===== src/rtl/sipo_deserializer.sv =====
// sipo_deserializer
//   Serial-in, parallel-out deserializer. Bits arrive LSB first on sin when
//   ena is high; every WIDTH accepted bits form one word that is presented on
//   dout with a valid/ready handshake. A word completing while the previous
//   one is still unaccepted is dropped and flagged on the sticky overrun bit.
//
// Ports
//   clk         in   clock, rising edge
//   areset      in   asynchronous active-high reset
//   clear       in   synchronous frame restart (drops partial word, valid, overrun)
//   ena         in   sin carries a valid bit this cycle
//   sin         in   serial data, LSB of each word first
//   dout        out  [WIDTH-1:0] last completed word
//   dout_valid  out  dout holds a word not yet accepted
//   dout_ready  in   consumer accepts dout when dout_valid is high
//   overrun     out  sticky: a completed word was dropped
//   busy        out  a partial word is held
module sipo_deserializer #(
    parameter int WIDTH = 4
) (
    input  logic             clk,
    input  logic             areset,
    input  logic             clear,
    input  logic             ena,
    input  logic             sin,
    output logic [WIDTH-1:0] dout,
    output logic             dout_valid,
    input  logic             dout_ready,
    output logic             overrun,
    output logic             busy
);

    localparam int CW = $clog2(WIDTH + 1);
    localparam logic [CW-1:0] LAST_BIT = CW'(WIDTH - 1);

    logic [WIDTH-1:0] sreg_q, sreg_d;
    logic [CW-1:0]    cnt_q, cnt_d;
    logic [WIDTH-1:0] dout_q, dout_d;
    logic             dout_valid_q, dout_valid_d;
    logic             overrun_q, overrun_d;

    logic [WIDTH-1:0] word;
    logic             complete;

    always_comb begin
        sreg_d       = sreg_q;
        cnt_d        = cnt_q;
        dout_d       = dout_q;
        dout_valid_d = dout_valid_q;
        overrun_d    = overrun_q;

        word     = {sin, sreg_q[WIDTH-1:1]};
        complete = ena && (cnt_q == LAST_BIT);

        if (clear) begin
            // Clear wins over everything; dout itself is deliberately kept.
            sreg_d       = '0;
            cnt_d        = '0;
            dout_valid_d = 1'b0;
            overrun_d    = 1'b0;
        end else begin
            if (ena) begin
                sreg_d = word;
                cnt_d  = complete ? '0 : cnt_q + CW'(1);
            end

            // A handshake this cycle frees the slot; a completion on the
            // same edge may refill it immediately.
            if (dout_valid_q && dout_ready) begin
                dout_valid_d = 1'b0;
            end

            if (complete) begin
                if (!dout_valid_q || dout_ready) begin
                    dout_d       = word;
                    dout_valid_d = 1'b1;
                end else begin
                    overrun_d = 1'b1;
                end
            end
        end
    end

    always_ff @(posedge clk or posedge areset) begin
        if (areset) begin
            sreg_q       <= '0;
            cnt_q        <= '0;
            dout_q       <= '0;
            dout_valid_q <= 1'b0;
            overrun_q    <= 1'b0;
        end else begin
            sreg_q       <= sreg_d;
            cnt_q        <= cnt_d;
            dout_q       <= dout_d;
            dout_valid_q <= dout_valid_d;
            overrun_q    <= overrun_d;
        end
    end

    assign dout       = dout_q;
    assign dout_valid = dout_valid_q;
    assign overrun    = overrun_q;
    assign busy       = (cnt_q != '0);

endmodule


===== config.mk =====
export PLATFORM = sky130hd
export DESIGN_NAME = sipo_deserializer
export DESIGN_NICKNAME = d
export VERILOG_FILES = /design/src/rtl/sipo_deserializer.sv
export SDC_FILE = /design/constraint.sdc
export NUM_CORES = 1
export LEC_CHECK = 0
export ABC_AREA = 1
export ABC_CLOCK_PERIOD_IN_PS = 1010
export CORE_MARGIN = 2
export CORE_UTILIZATION = 42
export CTS_CLUSTER_SIZE = 40
export DETAILED_ROUTE_END_ITERATION = 10
export PLACE_DENSITY = 0.82
export SYNTH_ARGS = -nofsm -noshare
export SYNTH_HDL_FRONTEND = slang
export SYNTH_SLANG_ARGS = --single-unit

===== constraint.sdc =====
create_clock -name clk -period 1.01 [get_ports clk]
set_input_delay 0.303 -clock clk [delete_from_list [all_inputs] [get_ports clk]]
set_output_delay 0.303 -clock clk [all_outputs]
set_load 0.005 [all_outputs]

==> metrics.cfg, run 1 <==
[outcome]
status=finished with violations
violations=setup timing

[synth]
synth_top_area_share_pct=52.3
synth_seq_cells=12
synth_largest_area_cell=dfrtp_1
syn_nets=73
netlist_top_cells_area=dfrtp_1, inv_1, nand2_1
yosysUniqueCellTypes=13
syn-cell-area_sq_um=574
ys_seq_area_share_pct=52.3
syn_avg_cell_area_sq_um=8.84
synth-warning-count=0
synth_cells=65

[cts]
htreeDepth=1
numCtsBuffers=3
clock_sinks=12
clk_pin_slew_worst_paths_ns=0.07
cts_tree=done
ctsHoldBuffers=0
cts_max_path_buffers=2
cts-root-buf=clkbuf_4
clk_latency_ns=0.27

[timing]
slew_viol_final=0
maxSlewHeadroom_pct=79.9
tightest_slew_ns=0.302
worst_hold_slack_ns=0.321
fin_ws_ns=-0.304
fin_crit_sh_pct=130
final-setup-viol-count=16
hold_viol_final=0
rsz0062_at_grt=yes
max_freq_ghz=0.761
fin_skew_ns=0.00571
final.min_clock_period_ns=1.31

[global_route]
grt_pass1_wl_microns=1860
grt_max_degree=13
grt_pass1_vias=454
grt-ovfl-total=0
grt_antenna_before_repair=0
track_usage_pct=17.8

[placed_design]
place_ws_ns=-0.414
place_area_sq_um=771
globalplace.congestion=0.792
io_buffers=12
hpwl_microns=840
place_inst=98

[floorplanning]
ios=13
coreArea_sq_um=1280
start_util_pct=44.7
rows=13
fp.dieH_microns=41.0
die_area_sq_um=1680
die_w_microns=41.0

[finish]
n_antenna_cell=0
fin_area_sq_um=830
utilization_pct=64.6
layout.cells.non_filler=107
drive_gt1_share_pct=34.8
area_growth_pct=44.4
num-nets-final=102
final_cell_mix=inv_1, nand2_1, dfrtp_1

[power_and_ir_drop]
pwr-share-seq_pct=48.7
power_density_nw_per_um2=1390
switching_share_pct=26.6
internal_power_uw=847
p_sw_uw=307
irDropWorstVdd_v=0.000789
p_clk_share_pct=25.2
p_comb_share_pct=26.1
p_leak_uw=0.000440

[critical_path]
critPathLaunchType=flop
worstPathMaxFanout=2
end_kind=output pin
path_class=reg2out
crit_arrival_ns=1.01
slowest_delay_ns=0.39
cp_slowest_cell=dfrtp_1
required_ns=0.71
crit_chain=inv_2 > ha_4 > nand2_2 > buf_2

[detailed_routing]
drt_iter0_drc=7
vias=498
wirelength_microns=1180
vias_per_cell=4.65
wl_per_cell_microns=11.1
drtPass1Iterations=4
drt_drc_violations_left=0
ant_nets=0

[flow_run]
cap_violations=0

[worst_hold_path]
holdCritPathClass=in2async

## cells by family after synthesis
group	synth area share (%)
fa+ha+maj	4.36
flops	52.3
compound gates	11.5
buf+inv	10.5
simple gates	21.4
## critical path: cells and delay by family, from the launching register on
kind / cells / cell delay (ns)
fa+ha+maj: 1 / 0.13
simple gates: 1 / 0.04
flops: 1 / 0.39
buf+inv: 2 / 0.20
## metrics by stage
stage                     power, uW  TNS (ns)
after floorplan                 682         0
after global placement          835     -4.62
after detailed placement        849     -5.07
after CTS                      1110     -1.78
after global routing           1210     -3.51
final                          1150     -2.75
## cell type report
cell class | count | area, sq um
clock buffer | 3 | 22.5
tap | 15 | 18.8
sequential | 12 | 300
timing repair buffer | 24 | 189
fill | 107 | 455
multi-input combinational | 37 | 239
inverter | 16 | 60.1
## routing by layer
layer	GRT usage [%]	share of wire, %	wire length, microns
met1	19.9	42	501
met2	31.3	52	610
met3	3.26	3.5	41
met4	10.0	2.5	29
met5	0	0	0
## flip-flops by register name, summed over array words and instances, names as in the netlist
signal,count
cnt_q,3
dout,4
dout_valid,1
overrun,1
sreg_q,3
## cell usage after synthesis, drive strengths merged
cell and number:
a21oi 2, dfrtp 12, ha 2, inv 16, nand2 17, nand3 4
nor2 3, o21ai 4, o21bai 4, o22ai 1
## path summary, 6_finish.rpt
| kind | start | end | slack, ns | depth (start not counted) |
|---|---|---|---|---|
| setup / recovery | cnt_q[0] | busy | -0.30 | 4 |
| hold reg to reg | sreg_q[2] | dout[1] | 0.49 | 2 |
| min in group clk | clear | dout_valid | 0.35 | 3 |
| hold / removal | areset | dout[1] | 0.32 | 3 |
| setup reg to reg | cnt_q[0] | dout[2] | -0.27 | 7 |
| max in group asynchronous | areset | overrun | 0.58 | 3 |
## repair_timing
action                                  in CTS  in global routing
endpoints found under the setup margin      17                 18
buffers inserted                             3                  3
pin swaps                                    1                  0
gates resized for setup                     35                  5
## power by group through the flow
stage / registers [uW] / logic [uW] / clock network (uW)
after floorplan: 575 / 107 / 0
after global placement: 568 / 267 / 0
after detailed placement: 575 / 274 / 0
after CTS: 563 / 259 / 291
after global routing: 568 / 338 / 308
final: 563 / 301 / 290
(Power assumes the default switching activity.)
==> run 2: changes to the inputs <==
--- a/config.mk
+++ b/config.mk
@@ -9,6 +9,7 @@
 export ABC_CLOCK_PERIOD_IN_PS = 1010
 export CORE_MARGIN = 2
 export CORE_UTILIZATION = 42
+export CTS_CLUSTER_DIAMETER = 60
 export CTS_CLUSTER_SIZE = 40
 export DETAILED_ROUTE_END_ITERATION = 10
 export PLACE_DENSITY = 0.82
==> results of run 2 <==
Final layout, timing and power as in run 1 (identical DEF).
==> run 3: changes to the inputs <==
--- a/config.mk
+++ b/config.mk
@@ -6,13 +6,13 @@
 export NUM_CORES = 1
 export LEC_CHECK = 0
 export ABC_AREA = 1
-export ABC_CLOCK_PERIOD_IN_PS = 1010
-export CORE_MARGIN = 2
-export CORE_UTILIZATION = 42
+export ABC_CLOCK_PERIOD_IN_PS = 1650
+export CORE_AREA = 2 2 39 41
 export CTS_CLUSTER_DIAMETER = 60
 export CTS_CLUSTER_SIZE = 40
 export DETAILED_ROUTE_END_ITERATION = 10
-export PLACE_DENSITY = 0.82
+export DIE_AREA = 0 0 41 43
+export PLACE_DENSITY = 0.81
 export SYNTH_ARGS = -nofsm -noshare
 export SYNTH_HDL_FRONTEND = slang
 export SYNTH_SLANG_ARGS = --single-unit
==> constraint.sdc (replaced) <==
create_clock -name clk -period 1.65 [get_ports clk]
set_input_delay 0.495 -clock clk [delete_from_list [all_inputs] [get_ports clk]]
set_output_delay 0.495 -clock clk [all_outputs]
set_load 0.005 [all_outputs]
==> run 3 against run 2 <==
  * The run now ends clean
  * Worst hold slack improved by 0.16 ns
  * Design area is 5.1% lower
  * Via count decreased by 2.6%
  * Utilization fell by 7.7 points
  * Sequential share of layout area grew 2.0 points
  * Combinational power fell by 45%
  * Critical path type unchanged
  * Critical endpoint is now dout[2]
==> metrics.cfg, run 3 (synthesized netlist as in run 1, its figures left out) <==
[floorplanning]
start_util_pct=41.5
die_area_sq_um=1760
ios=13
fp.dieH_microns=43
die_w_microns=41
rows=14
coreArea_sq_um=1380

[power_and_ir_drop]
p_comb_share_pct=24.2
p_clk_share_pct=25.8
p_sw_uw=176
irDropWorstVdd_v=0.000499
power_density_nw_per_um2=877
internal_power_uw=514
switching_share_pct=25.5
pwr-share-seq_pct=50.0
power_uw=690
p_leak_uw=0.000435

[timing]
slew_viol_final=0
final-setup-viol-count=0
final.min_clock_period_ns=1.61
tightest_slew_ns=0.450
worst_hold_slack_ns=0.481
fin_skew_ns=0.00322
rsz0062_at_grt=no
fin_tns_setup_ns=0
maxSlewHeadroom_pct=70.0
max_freq_ghz=0.620
fin_crit_sh_pct=97.8
hold_viol_final=0

[global_route]
grt_max_degree=13
track_usage_pct=14.5
grt_pass1_wl_microns=1660
grt-ovfl-total=0
grt_antenna_before_repair=0
grt_pass1_vias=454

[critical_path]
critPathLaunchType=flop
crit_buf_inv=1
slowest_delay_ns=0.50
crit_arrival_ns=1.12
required_ns=1.15
reg2reg_slack_ns=0.36
path_class=reg2out
worstPathMaxFanout=2
crit_chain=clkdlybuf4s50_1
end_kind=output pin
cp_top_family=buffers and inverters
cp_slowest_cell=clkdlybuf4s50_1

[cts]
clock_sinks=12
cts-root-buf=clkbuf_4
cts_tree=done
numCtsBuffers=3
cts_max_path_buffers=2
clk_pin_slew_worst_paths_ns=0.07
htreeDepth=1
clk_latency_ns=0.27
ctsHoldBuffers=0

[detailed_routing]
drtPass1Iterations=6
wirelength_microns=1050
drt_drc_violations_left=0
drt_iter0_drc=6
ant_nets=0
vias=485
wl_per_cell_microns=10.3
vias_per_cell=4.75

[flow_run]
cap_violations=0

[finish]
n_antenna_cell=0
fillers=117
multi_input_area_sq_um=216
final_common_cell=nand2_1
area_growth_pct=37.0
num-nets-final=96
seq_area_sq_um=300
final_cell_mix=nand2_1, inv_1, dfrtp_1
largest_reg_flops=4
drive_gt1_share_pct=18.6

[placed_design]
hpwl_microns=742
io_buffers=12
globalplace.congestion=0.784

[worst_hold_path]
holdCritPathClass=reg2reg

[outcome]
status=complete, no violations

run 3: cell types whose count changed in the layout (fill, tap and decap cells not counted), sizes merged:
cell / before / now
clkbuf: 3 / 4
clkdlybuf4s50: 3 / 8
buf: 19 / 6
dlymetal6s2s: 1 / 3
dlygate4sd2: 1 / 0
run 3: worst paths after layout:
check,start,end,cells after the start
worst max register to register,cnt_q[1],dout[3],7
max in group asynchronous,areset,cnt_q[0],2
worst max-delay path,dout[2],dout[2],1
worst min register to register,sreg_q[3],dout[2],2
min in group asynchronous,areset,dout[1],2
worst min-delay path,sreg_q[3],dout[2],2
run 3: power by group through the flow:
stage | sequential, uW | clock [uW] | combinational, uW
after global routing | 348 | 193 | 191
after CTS | 345 | 189 | 163
after floorplan | 352 | 0 | 65.2
final | 345 | 178 | 167
after global placement | 348 | 0 | 155
after detailed placement | 350 | 0 | 157
run 3: timing repair:
item,4_1_cts,5_1_grt
resized for setup,4,5
setup buffers,2,3
setup endpoints to repair,1,4
run 3: routing by layer:
layer  part of all wire (%)  routed length, microns  track usage [%]
met1                     41                     431             16.2
met2                     51                     538             21.9
met3                    5.2                      55             1.57
met4                    2.8                      29             14.0
met5                      0                       0                0
run 3: final cells by class:
cell class	instances	share of cell area [%]
clock buffer	3	2.86
inverter	16	7.63
multi-input combinational	37	27.5
sequential	12	38.2
tap	16	2.54
timing repair buffer	18	21.3
run 3: per-stage QoR:
step / cell area [sq um] / setup WS (ns) / utilization [%] / instances
3_5_place_dp: 722 / 0.0205 / 52.2 / 94
4_1_cts: 762 / 0.00988 / 55.1 / 99
2_1_floorplan: 574 / 0.526 / - / 65
6_report: 787 / 0.0368 / 56.9 / 102
5_1_grt: 787 / 0.00157 / 56.9 / 102
3_3_place_gp: 722 / 0.0448 / 52.2 / 94
==> RTL edit 1: new RTL, flow settings as in run 1 <==
Put one more register stage on the output `overrun`, with the module's reset. The value now appears one clock later. The other outputs are not delayed to match.
--- a/src/rtl/sipo_deserializer.sv
+++ b/src/rtl/sipo_deserializer.sv
@@ -100,5 +100,11 @@
     assign dout       = dout_q;
     assign dout_valid = dout_valid_q;
-    assign overrun    = overrun_q;
+    always_ff @(posedge clk or posedge areset) begin
+        if (areset) begin
+            overrun <= '0;
+        end else begin
+            overrun <= overrun_q;
+        end
+    end
     assign busy       = (cnt_q != '0);
 
Check against the original RTL: not equivalent (a bounded check fails within 10 cycles, from zero or initial values and one cycle with areset high).
==> RTL edit 1 against run 1 <==
  * The run still ends with setup timing left
  * Critical path depth unchanged
  * Sequential cell count increased by 1
  * Design area increased by 11%
  * Worst hold slack got worse by 0.0049 ns
  * Routed wire length increased by 17%
  * Clock skew increased by 0.0031 ns
  * Worst setup slack got worse by 0.046 ns
  * Register-to-register slack improved by 0.05 ns
  * Power increased by 8.7%
  * Synthesized area increased by 4.4%
==> RTL edit 1: results (changes against run 1) <==
Syn Nets 74 (+1.4%); Largest register FFs 4 (unchanged); GRT Total Usage 18.52% (+0.71 points); Post-Route Skew 0.008798 ns (+0.003085 ns); Final Worst Setup Slack -0.3500 ns (-0.04569 ns); H-tree depth 1 (unchanged); later-pin clock latency in the skew report 0.29 ns (+0.02 ns); cell area after placement 795.8 um^2 (+3.2%); Placer Congestion 0.7240 (-8.6%); share of cells above drive strength 1 43.30% (+8.5 points); vias in the first global route 558 (+23%); HPWL Detailed 904.3 um (+7.6%); Num CTS Buffers 3 (unchanged); Final setup violation count 16 (unchanged); initial antenna violation count 0 (unchanged); total wire length 1387 um (+17%); drt initial violations 1 (-6); wire length of the first global-routing pass 2401 um (+29%); DR pass1 iterations 2 (-2); Max Buffers Root-to-Sink 2 (unchanged); worst vdd ir 0.7568 mV (-4.1%); Worst slew margin 75.95% (-3.9 points); pin count of the biggest net entering global routing 14 (+1); NumNets Final 106 (+3.9%); Final TNS setup -2.409 ns (+0.3453 ns); Root Driver clkbuf_4; violated checks setup timing; status finished, violations left; post-synthesis sequential area ratio 54.28% (+2.0 points); Pleak 0.4687 nW (+6.5%); Synth top cells by count inv_1, nand2_1, dfrtp_1, o21ai_0, o21bai_1; Synth area leaders dfrtp_1, inv_1, nand2_1; CTS clk-pin slew, worst paths 0.09 ns (+0.02 ns); total vias in the final route 523 (+5.0%); Port Buffers 12 (unchanged); Worst Path Arrival 1.06 ns (+0.05 ns)
-- RTL edit 1: changes by cell type in the layout (fill, tap and decap cells not counted), moves of 2 or more --
cell and change:
a21oi_1 -2, a21oi_2 +2, buf_6 +2, nor2_1 -2, nor2_2 +2
-- RTL edit 1: routing by layer --
metal	vias up	wire length (um)	global-route usage [%]
met1	243	550	21.61
met3	5	62	4.783
met5	-	0	0
met2	11	741	30.94
li1	264	-	-
met4	0	32	9.677
-- RTL edit 1: final timing paths --
check	start	endpoint	depth (start not counted)	slack [ns]
max reg2reg	cnt_q[0]	dout[2]	7	-0.22
min reg2reg	overrun_q	overrun	0	0.39
max in group asynchronous	areset	sreg_q[3]	3	0.58
min	areset	dout[0]	3	0.32
max	cnt_q[1]	busy	4	-0.35
min in group clk	overrun_q	overrun	0	0.39
-- RTL edit 1: layout make-up --
type | instances | area (um^2)
Inverter | 16 | 60.06
Clock buffer | 4 | 26.28
Multi-Input combinational cell | 37 | 274.0
Tap cell | 15 | 18.77
Sequential cell | 13 | 325.3
Timing Repair Buffer | 27 | 216.5
Fill cell | 91 | 396.6
-- RTL edit 1: worst max-delay path: stages (launching register included) --
cell,delay [ns]
dfrtp_1,0.40
inv_2,0.09
ha_4,0.12
nand2_1,0.04
buf_2,0.12
-- RTL edit 1: what timing repair did --
action | in CTS | in global routing
setup endpoints to repair | 16 | 17
cloned | 0 | 0
endpoints found under the hold margin | 0 | 0
resized for setup | 43 | 9
setup buffers | 7 | 4
hold buffers | 0 | 0
pin swaps | 5 | 7
-- RTL edit 1: metrics by stage --
stage,utilization [%],power (mW),setup slack (ns),std cells
floorplan,-,0.7236,0.02753,66
global placement,60.40,0.8772,-0.3950,99
detailed placement,60.40,0.8936,-0.4365,99
CTS,67.43,1.236,-0.3197,110
global route,69.90,1.317,-0.3829,112
finish,69.90,1.254,-0.3500,112
-- RTL edit 1: cells by family after synthesis --
logic type,count (synthesis),share of synthesized area (%)
AOI/OAI and AO/OA,11,11.07
buffers and inverters,16,10.02
adders and majority gates,2,4.175
DFF,13,54.28
and+or+nand+nor,24,20.46
-- RTL edit 1: power breakdown --
part	internal [mW]	switching, mW
clock network	0.154	0.182
logic	0.174	0.143
registers	0.575	0.0272
total	0.902	0.352
==> RTL edit 2: new RTL, flow settings as in run 1 <==
Without the edit above. Set the parameter `WIDTH` to 8 (it was 4).
--- a/src/rtl/sipo_deserializer.sv
+++ b/src/rtl/sipo_deserializer.sv
@@ -17,5 +17,5 @@
 //   busy        out  a partial word is held
 module sipo_deserializer #(
-    parameter int WIDTH = 4
+    parameter int WIDTH = 8
 ) (
     input  logic             clk,
Ports: changed (resized dout); port bits go from 13 to 17. No check against the original RTL was run, so the function may have changed too.
==> RTL edit 2 against run 1 <==
  * The flow still finishes with violations (setup timing)
  * Sequential cell count increased by 9
  * Largest power group unchanged
  * Routed wire length increased by 68%
  * Synthesized area increased by 61%
  * Die area increased by 54%
  * Critical path depth unchanged
  * Sequential share of layout area grew 3.2 points
  * Power up 26%
  * Worst setup slack got worse by 0.056 ns
  * Register-to-register slack gained 0.04 ns
  * Design area rose by 61%
==> RTL edit 2: results (changes against run 1) <==
status finished, violations left; violated checks setup timing; YS warnings 0 (unchanged); Worst-Margin Slew 0.2467 ns (-0.05546 ns); CTS clk-pin slew, worst paths 0.12 ns (+0.05 ns); Pleak 0.7543 nW (+71%); met1 wire length 846 um (+69%); Distinct cells, synth 16 (+3); Port Buffers 16 (+4); Final setup violation count 23 (+7); Largest register FFs 8 (+4); NumNets Final 157 (+54%); Synth area leaders dfrtp_1, nand2_1, inv_1; total wire length 1988 um (+68%); met2 WL post-DR 1022 um (+68%); pin count of the biggest net entering global routing 22 (+9); Max Buffers Root-to-Sink 2 (unchanged); Mean Syn Cell Area 8.806 um^2 (-0.33%); worst vdd ir 0.7574 mV (-4.0%); Worst Setup Slack post-DPL -0.4406 ns (-0.02621 ns); placed cell count 161 (+64%); post-synthesis sequential area ratio 56.83% (+4.5 points); later-pin clock latency in the skew report 0.32 ns (+0.05 ns); vias in the first global route 814 (+79%); share of cells above drive strength 1 41.22% (+6.4 points); Non-Filler Instances 175 (+64%); wire length on met3 91 um (+120%); drt initial violations 17 (+10); HPWL Detailed 1376 um (+64%); GRT Total Usage 17.60% (-0.21 points); wire length of the first global-routing pass 3374 um (+82%); CP max FO 2 (unchanged); Final Worst Setup Slack -0.3601 ns (-0.05580 ns); Syn Nets 113 (+55%); Placer Congestion 0.7511 (-5.2%); Synth top cells by count nand2_1, dfrtp_1, inv_1, inv_2; fill count 159 (+49%); total vias in the final route 821 (+65%); cell area after placement 1231 um^2 (+60%)
RTL edit 2: changes by cell type after synthesis, sizes merged, moves of 2 or more:
cell    change
nor2        +6
nand2      +22
inv         +2
o21ai       +2
dfrtp       +9
o22ai       +4
nand3       -3
o21bai      -4
RTL edit 2: worst paths after layout:
path,start,cells after the start,slack [ns],to
worst max-delay path,cnt_q[1],4,-0.36,busy
worst min-delay path,areset,3,0.29,dout[0]
worst max register to register,cnt_q[0],7,-0.23,overrun
worst min register to register,sreg_q[7],2,0.50,dout[6]
max in group asynchronous,areset,3,0.58,cnt_q[1]
min in group clk,sreg_q[7],2,0.50,dout[6]
RTL edit 2: kinds of logic after synthesis:
family / synth area share [%]
simple gates: 24.90
compound gates: 8.254
fa+ha+maj: 2.706
buf+inv: 7.308
flops: 56.83
RTL edit 2: routing by layer:
layer | GRT usage (%) | vias up
li1 | - | 414
met1 | 20.23 | 380
met2 | 30.95 | 24
met3 | 3.801 | 3
met4 | 8.108 | 0
met5 | 0 | -
RTL edit 2: layout make-up:
type	count	area [um^2]	share of cell area, %
flip-flops and latches	21	525.5	39.44
multi-input cells	66	387.9	29.11
repair buffers	39	287.8	21.60
well taps	27	33.78	2.535
clock inverters	1	7.507	0.5634
inverters	18	67.56	5.070
clock buffers	3	22.52	1.690
RTL edit 2: critical path, delay by kind of cell, from the launching register on:
family | cells | cell delay (ns)
buf+inv | 2 | 0.20
simple gates | 1 | 0.03
fa+ha+maj | 1 | 0.13
flops | 1 | 0.40
RTL edit 2: timing repair:
action,4_1_cts,5_1_grt
pin swaps,7,1
resized for setup,56,4
buffers inserted,7,3
endpoints found under the setup margin,32,23
hold buffers,0,0
RTL edit 2: metrics by stage:
stage	total power, mW	utilization, %	TNS, ns
after floorplan	0.9421	-	-0.1921
after global placement	1.021	60.89	-9.320
after detailed placement	1.027	60.89	-9.991
after CTS	1.457	64.23	-3.754
after global routing	1.526	65.90	-4.853
final	1.451	65.90	-3.910
RTL edit 2: power breakdown:
| group | total [mW] | internal, mW | switching, mW |
|---|---|---|---|
| logic | 0.169 | 0.0758 | 0.0931 |
| registers | 0.860 | 0.853 | 0.00730 |
| clock network | 0.422 | 0.151 | 0.271 |
| total | 1.45 | 1.08 | 0.371 |
